===== src/rtl/rggen_rtl_common.sv =====
// Shared helper functions for the rggen bit-field RTL.
// Included by the bit-field sources; the guard keeps one copy per compile.
`ifndef RGGEN_RTL_COMMON_SV
`define RGGEN_RTL_COMMON_SV

function automatic int rggen_clog2(input int value);
   int result;
   result = 0;
   while ((1 << result) < value) begin
      result++;
   end
   return result;
endfunction

`endif


===== src/rtl/rggen_rr_picker.sv =====
// Combinational round-robin picker: first set request bit searching upward from
// pointer+1, wrapping at WIDTH-1 back to 0. Reusable by any multi-source field.
module rggen_rr_picker #(
   parameter int WIDTH     = 8,
   parameter int IDX_WIDTH = 3
) (
   input  logic [WIDTH-1:0]     request,
   input  logic [IDX_WIDTH-1:0] pointer,
   output logic                 found,
   output logic [IDX_WIDTH-1:0] index
);

   logic [IDX_WIDTH-1:0] candidate;

   // The pointer itself is visited last, so the most recent grant has lowest priority.
   always_comb begin
      found     = 1'b0;
      index     = '0;
      candidate = '0;
      for (int offset = 1; offset <= WIDTH; offset++) begin
         candidate = IDX_WIDTH'((int'(pointer) + offset) % WIDTH);
         if (!found && request[candidate]) begin
            found = 1'b1;
            index = candidate;
         end
      end
   end

endmodule


===== src/rtl/rggen_bit_field_request_dispatcher.sv =====
// Services a W1S/W0S request field one bit at a time: round-robin pick, valid/ready
// issue, wait for done, then a one-hot clear pulse. Optional RGGEN_REQUEST_DISPATCHER_TIMEOUT_EN.
`include "rggen_rtl_common.sv"

module rggen_bit_field_request_dispatcher #(
   parameter  int WIDTH          = 8,
   parameter  int TIMEOUT_CYCLES = 256,
   localparam int IDX_WIDTH      = (rggen_clog2(WIDTH) > 0) ? rggen_clog2(WIDTH) : 1
) (
   input  logic                 i_clk,
   input  logic                 i_rst,
   input  logic [WIDTH-1:0]     i_request,
   output logic [WIDTH-1:0]     o_clear,
   output logic                 o_valid,
   output logic [IDX_WIDTH-1:0] o_index,
   input  logic                 i_ready,
   input  logic                 i_done,
   output logic                 o_timeout
);

   localparam logic [1:0] ST_IDLE      = 2'd0;
   localparam logic [1:0] ST_ISSUE     = 2'd1;
   localparam logic [1:0] ST_WAIT_DONE = 2'd2;
   localparam logic [1:0] ST_CLEAR     = 2'd3;

   typedef enum logic [1:0] {
      IDLE      = ST_IDLE,
      ISSUE     = ST_ISSUE,
      WAIT_DONE = ST_WAIT_DONE,
      CLEAR     = ST_CLEAR
   } state_e;

   state_e               state;
   logic [IDX_WIDTH-1:0] pointer;
   logic                 pick_found;
   logic [IDX_WIDTH-1:0] pick_index;
   logic                 expired;

   rggen_rr_picker #(
      .WIDTH     (WIDTH),
      .IDX_WIDTH (IDX_WIDTH)
   ) u_picker (
      .request (i_request),
      .pointer (pointer),
      .found   (pick_found),
      .index   (pick_index)
   );

`ifdef RGGEN_REQUEST_DISPATCHER_TIMEOUT_EN
   localparam int                   CNT_WIDTH = (rggen_clog2(TIMEOUT_CYCLES) > 0) ? rggen_clog2(TIMEOUT_CYCLES) : 1;
   localparam logic [CNT_WIDTH-1:0] CNT_LAST  = CNT_WIDTH'(TIMEOUT_CYCLES - 1);

   logic [CNT_WIDTH-1:0] wait_count;

   assign expired = (wait_count == CNT_LAST);
`else
   assign expired   = 1'b0;
   assign o_timeout = 1'b0;
`endif

   // Pointer starts at WIDTH-1 so bit 0 wins the first pick after reset.
   always_ff @(posedge i_clk) begin
      if (i_rst) begin
         state   <= IDLE;
         pointer <= IDX_WIDTH'(WIDTH - 1);
         o_valid <= 1'b0;
         o_index <= '0;
         o_clear <= '0;
`ifdef RGGEN_REQUEST_DISPATCHER_TIMEOUT_EN
         o_timeout  <= 1'b0;
         wait_count <= '0;
`endif
      end else begin
         o_clear <= '0;
`ifdef RGGEN_REQUEST_DISPATCHER_TIMEOUT_EN
         o_timeout <= 1'b0;
`endif
         case (state)
            IDLE: begin
               if (pick_found) begin
                  o_index <= pick_index;
                  o_valid <= 1'b1;
                  state   <= ISSUE;
               end
            end
            ISSUE: begin
               if (o_valid && i_ready) begin
                  o_valid <= 1'b0;
                  state   <= WAIT_DONE;
`ifdef RGGEN_REQUEST_DISPATCHER_TIMEOUT_EN
                  wait_count <= '0;
`endif
               end
            end
            WAIT_DONE: begin
               // A done arriving on the expiry cycle completes normally, without the timeout flag.
               if (i_done || expired) begin
                  o_clear <= WIDTH'(1) << o_index;
                  pointer <= o_index;
                  state   <= CLEAR;
`ifdef RGGEN_REQUEST_DISPATCHER_TIMEOUT_EN
                  o_timeout <= !i_done;
`endif
               end
`ifdef RGGEN_REQUEST_DISPATCHER_TIMEOUT_EN
               else begin
                  wait_count <= wait_count + CNT_WIDTH'(1);
               end
`endif
            end
            CLEAR: begin
               state <= IDLE;
            end
            default: begin
               state <= IDLE;
            end
         endcase
      end
   end

endmodule


===== config.mk =====
export PLATFORM = sky130hd
export DESIGN_NAME = rggen_bit_field_request_dispatcher
export DESIGN_NICKNAME = d
export VERILOG_FILES = /design/src/rtl/rggen_rr_picker.sv /design/src/rtl/rggen_bit_field_request_dispatcher.sv
export VERILOG_INCLUDE_DIRS = /design/src /design/src/rtl
export SDC_FILE = /design/constraint.sdc
export NUM_CORES = 1
export LEC_CHECK = 0
export BUFFER_PORTS_ARGS = -buffer_cell sky130_fd_sc_hd__buf_2
export CAP_MARGIN = 20
export CORE_MARGIN = 1.5
export CORE_UTILIZATION = 50
export CTS_CLUSTER_DIAMETER = 60
export CTS_CLUSTER_SIZE = 8
export DETAILED_ROUTE_END_ITERATION = 7
export PLACE_DENSITY = 0.71
export SLEW_MARGIN = 20
export SYNTH_ARGS = -nofsm -noshare
export SYNTH_HDL_FRONTEND = slang
export SYNTH_SLANG_ARGS = --single-unit

===== constraint.sdc =====
create_clock -name i_clk -period 4 [get_ports i_clk]
set_clock_uncertainty 0.05 [all_clocks]
set_input_delay 0.2 -clock i_clk [delete_from_list [all_inputs] [get_ports i_clk]]
set_output_delay 0.2 -clock i_clk [all_outputs]
set_load 0.1 [all_outputs]

==> run metrics <==
status=finished clean; main combinational cell family by area after synthesis=multiplexers; Yosys cell types=49; mux contribution to synthesized area=0.286; Worst Hold Class=in -> reg; Core ar.=3310 um^2; antenna diode count=0; Post-CTS Setup Repair Bufs=0; CTS sink count=17; synth-to-layout area growth=9.01%; most frequent cells in the layout=nand2_1 (25), buf_2 (23), dfxtp_1 (17); final setup TNS=0 ns; Resize count post-CTS=0; DR iter-0 viols=71; Synth Area in Simple Gates=0.195; Peak Freq=0.318 GHz; largest net degree at the start of global routing=21; Root Driver=clkbuf_4; post-route ant nets=0; drt drc=0; pre-CTS setup slack=0.911 ns; Post-Syn Area=1720 um^2; Compound-Gate Fraction of Synth Area=0.206; GRT Util Overall=0.222; I/O pin count=25; hpwl dp=2.96 mm; Critical Path AT=3.31 ns; Worst-Margin Slew=0.714 ns; RSZ-0062 raised after global routing=no; Final Max Slew Viols=0; post-synthesis xor/xnor area fraction=0.0153; crit path launch=pointer[0]; drt via density=6.01; Detailed Route WL=3.96 mm; CTS tree=yes; Port Buf Inserts=23; clock latency at the later pin of the worst-skew pair=0.29 ns; final setup fails=0; Die Y=61.7 um; Crit path required time=4.17 ns; clock period minus worst slack=3.15 ns; hold_buf cts=0; Leak=0.767 nW; clock transition at the registers of the reported paths=0.10 ns; Synth Warn #=0; Mean Syn Cell Area=8.70 um^2; fill count=307; Power Total=1.11 mW; Peak VDD IR=194 uV; cell area power density=593 nW/um^2; crit path kind=reg -> reg; Final Hold Vio Count=0; Post-Syn Instances=198; hold path startpoint=i_rst; max cap viols=0; Vias=1,586; number of global-route vias before repair=1,354; Reg area=340 um^2; Initial Util=0.520; router iterations before antenna repair=4; Reg-to-Reg Start=pointer[0]; Nets=236; layout cells sized above 1=0.257; antenna violations before repair=0; crit path capture type=register; CP startpoint kind=register; Max Buffers Root-to-Sink=2; Relative slew margins=0.523; grt total ovfl=0; Final WS setup=0.851 ns; sequential area share after synthesis=0.198; commonest non-fill, non-tap cell in the layout=nand2_1; multi-input logic area=1280 um^2; Synth Register Bits=17; first-pass GRT wire length=6.43 mm; Die Footprint=3800 um^2; syn_nets=215; crit-path max FO=20; Synth Area in Adders=0.0363; post-DR wirelength/cell=15.0 um; Die X=61.7 um; GPL Wtd Cong=0.914; Num CTS Buffers=3; CTS H-tree depth=1; FP Rows=21; final worst-path cycle share=0.787
## sequential cells by signal (all words and copies together), names as in the netlist
signal   flops
o_valid      1
o_index      3
o_clear      8
state        2
pointer      3
## path summary, 6_finish.rpt
path / endpoint / slack, ns / cells after the start
max: o_index[0] / 0.85 / 9
min: o_index[2] / 0.11 / 2
max reg2reg: o_index[0] / 0.85 / 9
min reg2reg: state[1] / 0.44 / 2
## layout make-up
class                   instances  share of cell area
well taps                      46              0.0307
clock buffers                   3              0.0120
inverters                      12              0.0240
clock inverters                 1             0.00267
flip-flops and latches         17               0.181
multi-input cells             160               0.680
repair buffers                 25              0.0693
## cell families after synthesis
| logic type | after synthesis |
|---|---|
| AND/OR/NAND/NOR | 71 |
| multiplexers | 31 |
| adder cells (fa/ha/maj) | 5 |
| flip-flops | 17 |
| XOR/XNOR | 3 |
| AO/OA/AOI/OAI | 49 |
| other | 1 |
| buffers and inverters | 21 |
## worst max-delay path, stage by stage (launching register included)
cell and delay [ns]:
dfxtp_1 0.35, buf_4 0.27, ha_1 0.54, nor2b_1 0.09
a2111oi_0 0.60, o31ai_1 0.24, a211oi_2 0.43, nand2_2 0.13
a211o_1 0.31, o31ai_1 0.06
## through the flow
stage / instances / instance area, um^2 / util / hold slack, ns
2_1_floorplan: 198 / 1720 / - / 0.222
3_3_place_gp: 260 / 1850 / 0.559 / 0.418
3_5_place_dp: 260 / 1850 / 0.559 / 0.424
4_1_cts: 264 / 1880 / 0.567 / 0.111
5_1_grt: 264 / 1880 / 0.567 / 0.115
6_report: 264 / 1880 / 0.567 / 0.111
## cells in the mapped netlist (all sizes together)
library cell,number,area [um^2]
nand4,2,12.5
a31oi,5,31.3
xor2,1,8.76
inv,11,41.3
clkinv,1,3.75
o21ba,1,16.3
and3,3,18.8
nor2b,4,25.0
o211a,2,20.0
mux2,9,101
a32o,1,10.0
nor3,4,20.0
a21oi,12,60.1
nand2b,5,31.3
a221oi,1,8.76
dfxtp,17,340
nor2,13,48.8
a211o,3,26.3
o2111ai,1,8.76
o31ai,2,15.0
a32oi,2,17.5
o22ai,2,12.5
a22oi,3,22.5
a2111oi,2,17.5
nor4,2,12.5
o32a,1,10.0
buf,7,52.5
xnor2,2,17.5
clkbuf,2,7.51
nand3b,1,7.51
ha,5,62.6
or3,1,6.26
a311oi,2,17.5
a211oi,1,12.5
nor3b,1,7.51
o31a,1,8.76
conb,1,3.75
mux4,11,255
nand3,8,40.0
nand2,27,106
o21ai,5,25.0
mux2i,11,135
o211ai,2,15.0
## power breakdown
part           internal [mW]  switching, mW  total [mW]
clock network         0.0372         0.0540      0.0912
logic                  0.281          0.499       0.780
registers              0.202         0.0402       0.242
total                  0.521          0.593        1.11
## metal layers
layer	up-vias	routed length [um]	share of wire	global-route usage
met1	736	1850	0.47	0.330
met4	0	23	0.0058	0.0243
met5	-	0	0	0
met2	63	1830	0.46	0.344
li1	785	-	-	-
met3	2	252	0.064	0.0420
No activity file was read; power rests on OpenSTA's default activity.
